File: src/rtl/aes_round_ctrl.sv
// aes_round_ctrl: iterative AES round sequencer, one round per clock.
// Drives an external combinational round datapath and key store.
//
// Ports:
//   clk, reset            clock, asynchronous active-high reset
//   in_valid/in_ready     block handshake; message is the plaintext
//   abort                 synchronous cancel of any operation
//   rk_idx/rk_key         round-key request and combinational reply
//   dp_in/dp_last/dp_out  round datapath drive, final-round flag, result
//   crypte/out_valid      ciphertext and its valid flag
//   out_ready             consumer takes the ciphertext
//   busy                  an operation occupies the controller
module aes_round_ctrl #(
    parameter int NR = 10
) (
    input  logic         clk,
    input  logic         reset,
    input  logic         in_valid,
    output logic         in_ready,
    input  logic [0:127] message,
    input  logic         abort,
    output logic [3:0]   rk_idx,
    input  logic [0:127] rk_key,
    output logic [0:127] dp_in,
    output logic         dp_last,
    input  logic [0:127] dp_out,
    output logic [0:127] crypte,
    output logic         out_valid,
    input  logic         out_ready,
    output logic         busy
);

    localparam logic [1:0] IDLE  = 2'd0;
    localparam logic [1:0] ROUND = 2'd1;
    localparam logic [1:0] DONE  = 2'd2;

    localparam logic [3:0] LAST = 4'(NR);

    logic [1:0]   state;
    logic [0:127] st;
    logic [3:0]   rnd;
    logic         is_last;

    assign is_last = (rnd == LAST);

    always_ff @(posedge clk or posedge reset) begin
        if (reset) begin
            state <= IDLE;
            st    <= '0;
            rnd   <= 4'd0;
        end else if (abort) begin
            // Cancel wins over accept and over consume.
            state <= IDLE;
            st    <= '0;
            rnd   <= 4'd0;
        end else begin
            case (state)
                IDLE: begin
                    if (in_valid) begin
                        // Initial AddRoundKey with round key 0.
                        st    <= message ^ rk_key;
                        rnd   <= 4'd1;
                        state <= ROUND;
                    end
                end
                ROUND: begin
                    st <= dp_out;
                    if (is_last) begin
                        state <= DONE;
                    end else begin
                        rnd <= rnd + 4'd1;
                    end
                end
                DONE: begin
                    if (out_ready) begin
                        state <= IDLE;
                        st    <= '0;
                        rnd   <= 4'd0;
                    end
                end
                default: begin
                    state <= IDLE;
                    st    <= '0;
                    rnd   <= 4'd0;
                end
            endcase
        end
    end

    always_comb begin
        in_ready  = 1'b0;
        out_valid = 1'b0;
        busy      = 1'b0;
        rk_idx    = 4'd0;
        dp_in     = '0;
        dp_last   = 1'b0;
        crypte    = '0;
        case (state)
            IDLE: begin
                in_ready = 1'b1;
            end
            ROUND: begin
                busy    = 1'b1;
                rk_idx  = rnd;
                dp_in   = st;
                dp_last = is_last;
            end
            DONE: begin
                busy      = 1'b1;
                out_valid = 1'b1;
                crypte    = st;
            end
            default: begin
                in_ready = 1'b0;
            end
        endcase
    end

endmodule
File: config.mk
export PLATFORM = sky130hd
export DESIGN_NAME = aes_round_ctrl
export DESIGN_NICKNAME = d
export VERILOG_FILES = /design/src/rtl/aes_round_ctrl.sv
export SDC_FILE = /design/constraint.sdc
export NUM_CORES = 1
export LEC_CHECK = 0
export ABC_AREA = 1
export CAP_MARGIN = 40
export CORE_AREA = 10 10 248 250
export CTS_BUF_LIST = sky130_fd_sc_hd__clkbuf_8
export DETAILED_ROUTE_END_ITERATION = 7
export DIE_AREA = 0 0 258 260
export SYNTH_ARGS = -nofsm -noshare
export SYNTH_HDL_FRONTEND = slang
export SYNTH_SLANG_ARGS = --single-unit
File: constraint.sdc
create_clock -name clk -period 10.7 [get_ports clk]
set_input_delay 2.14 -clock clk [delete_from_list [all_inputs] [get_ports clk]]
set_output_delay 2.14 -clock clk [all_outputs]
set_load 0.02 [all_outputs]
==> impl_table.tex <==
\begin{tabular}{lr}
\hline
Metric & Value \\
\hline
\multicolumn{2}{l}{\textbf{Yosys}} \\
\quad Synthesized netlist net count & between 2000 and 2500 \\
\quad Sequential area share after synthesis & 33.3\% \\
\quad Share of the synthesized area in the top cell type & about two fifths \\
\quad Cell count after synthesis & around 1800 \\
\quad Yosys warnings & 0 \\
\quad Yosys top cell by area & nand2\_1 \\
\quad Top FF cell, synth & dfrtp\_1 \\
\quad Cell with the most instances after synthesis & nand2\_1 \\
\quad Count of state elements after synthesis & between 100 and 150 \\
\quad Mean instance size in the synthesized netlist & roughly 5.5 sq um \\
\quad Most numerous cell types in the synthesized netlist & nand2\_1, inv\_1, nor2\_1, dfrtp\_1, o21ai\_0 \\
\quad Post-synth EDFFs & 0 \\
\quad Netlist area before placement & 10100 sq um \\
\quad Share of synthesized registers carrying an async set or reset & 100\% \\
\quad Number of distinct library cells after synthesis & 14 \\
\quad Biggest area contributors in the synthesized netlist & nand2\_1, dfrtp\_1, inv\_1 \\
\multicolumn{2}{l}{\textbf{STA}} \\
\quad Final number of hold-violating endpoints & 0 \\
\quad Measured slew at the worst slew-check pin & 836 ps \\
\quad Setup repair after global routing missed its margin & false \\
\quad Final period utilization & between 50 and 60\% \\
\quad Final Critical Period & between 5000 and 6000 ps \\
\quad Relative max-transition margin & between 40\% and 50\% \\
\quad Worst clock skew & roughly 11 ps \\
\quad Aggregate negative setup slack & 0 ps \\
\quad Number of max-slew violations in the final report & 0 \\
\quad Setup-violating endpoint count in the final report & 0 \\
\quad Peak clock frequency supported by timing & between 150 and 200 MHz \\
\multicolumn{2}{l}{\textbf{Critical path}} \\
\quad Req. time, crit path & 8560 ps \\
\quad Crit-path max FO & 52 \\
\quad Element type at the critical path start & flop \\
\quad Worst reg2reg path depth & 8 \\
\quad Worst Path Class, Setup & reg2out \\
\quad Type of destination of the critical path & output pin \\
\quad Cell with the biggest individual delay on the critical path & clkdlybuf4s50\_1 \\
\quad Setup slack on the worst flop-to-flop path & roughly 8000 ps \\
\quad Data arrival time of the worst path & 3620 ps \\
\quad Startpoint of the worst register-to-register path & state[0] \\
\quad Maximum cell stage delay along the critical path & slightly above 600 ps \\
\quad Cell breakdown of the critical path & inv\_1 > ha\_4 > buf\_4 > buf\_4 > nand2\_1 > inv\_1 > clkdlybuf4s50\_1 \\
\quad Largest delay share family, worst path & buffers and inverters \\
\quad Worst flop-to-flop path endpoint & st[69] \\
\quad Combined buffer and inverter count along the critical path & 5 \\
\multicolumn{2}{l}{\textbf{Cells and area}} \\
\quad Finished layout cell area & 17600 sq um \\
\quad Net count of the finished layout & roughly 2800 \\
\quad Post-Route Utilization & between 30\% and 40\% \\
\quad Share of layout cells above drive strength 1 & between 2 and 2.5\% \\
\quad Layout overhead on the synthesized area & 75.3\% \\
\quad Number of inserted filler cells in the final layout & approximately 6200 \\
\multicolumn{2}{l}{\textbf{CTS}} \\
\quad Maximum level of the CTS H-tree & 4 \\
\quad TritonCTS clock tree & done \\
\quad Number of sinks driven by the clock tree & around 130 \\
\quad Master cell of the clock root buffer & clkbuf\_8 \\
\quad Worst-Skew Late Latency & about 540 ps \\
\quad Clock transition at the registers of the reported paths & $\sim$90 ps \\
\quad Number of instances resized during post-cts repair & 0 \\
\quad Number of buffers on the longest clock path & 2 \\
\quad Number of buffers created by CTS & 17 \\
\quad Count of hold buffers inserted by post-cts repair & 0 \\
\quad Buffers inserted during post-CTS setup optimization & 0 \\
\multicolumn{2}{l}{\textbf{Power}} \\
\quad Leak & approximately 0.0097 uW \\
\quad Worst ir drop on vdd & approximately 0.11 mV \\
\quad Pwr dens & about 170 nW/um\^{}2 \\
\multicolumn{2}{l}{\textbf{Placed design}} \\
\quad PortBufs & $\sim$650 \\
\quad Final weighted congestion of routability-driven global placement & 0.865 \\
\quad Area after DPL & 17300 sq um \\
\quad Half-perimeter wire length after detailed placement & around 41000 um \\
\multicolumn{2}{l}{\textbf{Route}} \\
\quad Detail-routed net length per standard cell & 16.0 um \\
\quad Number of optimization iterations in the first detailed-route pass & 5 \\
\quad DR DRC count & 0 \\
\quad Via count of the routed design & approximately 13000 \\
\quad ANT nets after route & 0 \\
\quad Initial DRC count & between 600 and 700 \\
\quad Post-DR vias/cell & about 4 \\
\quad Total detailed-routing wirelength & around 51000 um \\
\multicolumn{2}{l}{\textbf{GRT}} \\
\quad Maximum number of pins on one net before global-route repair & between 100 and 150 \\
\quad Gr usage total & 14.5\% \\
\quad Global-route wire length before repair & roughly 75000 um \\
\quad Number of global-route vias before repair & between 10000 and 15000 \\
\quad Initial antenna violation count & 2 \\
\quad Grt total ovfl & 0 \\
\multicolumn{2}{l}{\textbf{Worst hold path}} \\
\quad Worst hold path class & reg2reg \\
\quad Worst hold path cell count & 2 \\
\quad Hold Crit Endpoint & st[1] \\
\quad Worst Hold Launch & st[1] \\
\multicolumn{2}{l}{\textbf{Floorplanning}} \\
\quad Die Span Y & about 260 um \\
\quad Die ar. & $\sim$67000 sq um \\
\quad Die span in x & $\sim$260 um \\
\quad Std cell rows & 87 \\
\quad Num ports & between 600 and 700 \\
\quad Core Area & 56300 sq um \\
\quad Initial Utilization & 17.9\% \\
\multicolumn{2}{l}{\textbf{Job}} \\
\quad Max Cap Violations & 0 \\
\multicolumn{2}{l}{\textbf{Run status}} \\
\quad Run status & completed \\
\hline
\end{tabular}
==> layout make-up <==
cell class                 instances  area, sq um  share of cell area, %
timing repair buffer             667         6670                   37.8
multi-input combinational       1331         5280                   29.9
sequential                       134         3350                   19.0
inverter                         272         1030                   5.82
tap                              756          946                   5.36
clock buffer                      19          262                   1.48
clock inverter                    13          101                  0.575
antenna                            1         2.50                 0.0142
==> through the flow <==
stage	total power (uW)	hold WS (ps)	cells	setup slack, ps
finish	3050	508	3193	4940
global route	3320	533	3193	4660
CTS	3130	512	3192	4780
detailed placement	2690	488	3160	5440
global placement	2670	490	3157	5570
floorplan	1820	470	1822	4980
==> kinds of logic (layout without fill, tap and decap cells) <==
kind of cell | after synthesis | in the layout | share of synthesized area (%)
AND/OR/NAND/NOR | 1191 | 1191 | 44.6
AO/OA/AOI/OAI | 134 | 134 | 6.67
other | 0 | 1 | 0
adder cells (fa/ha/maj) | 6 | 6 | 0.746
buffers and inverters | 357 | 971 | 14.6
flip-flops | 134 | 134 | 33.3
==> cell usage in the layout, fill, tap and decap left out <==
cell type,n
ha_1,3
buf_12,1
ha_4,3
clkinv_4,5
nand2_4,1
dfrtp_1,134
nand3_1,5
buf_16,1
inv_1,271
clkinv_2,2
buf_2,2
diode_2,1
inv_6,3
o21ai_0,134
nor2_4,1
clkbuf_8,19
clkinvlp_4,4
clkdlybuf4s50_1,652
nand2_1,1043
buf_4,11
nor2_1,141
==> state kept, by name, indices dropped and copies added, names as in the netlist <==
register	flops
state	2
st	128
rnd	4
==> worst min-delay path, delay by kind of cell, from the launching register on <==
kind | cells | cell delay (ps)
DFF | 1 | 370
and+or+nand+nor | 2 | 120
==> layer usage <==
layer | vias to the layer above | track usage [%] | wire length [um]
met2 | 405 | 25.8 | 25700
met1 | 5586 | 16.0 | 20600
met3 | 46 | 4.48 | 3530
met4 | 2 | 5.37 | 1250
li1 | 6496 | - | -
met5 | - | 0 | 13
==> power by group <==
group	internal [uW]	switching, uW	total, uW
registers	687	195	883
clock network	173	240	414
logic	677	1080	1750
==> worst max path at each step <==
stage / startpoint / endpoint / cells after the start
final: state[0] / crypte[111] / 7
after global routing: state[0] / crypte[55] / 7
after CTS: state[0] / crypte[111] / 7
after detailed placement: state[0] / crypte[111] / 7
after global placement: state[0] / crypte[88] / 7
after floorplan: reset / rnd[0] / 1
No activity file was read; power rests on OpenSTA's default activity.
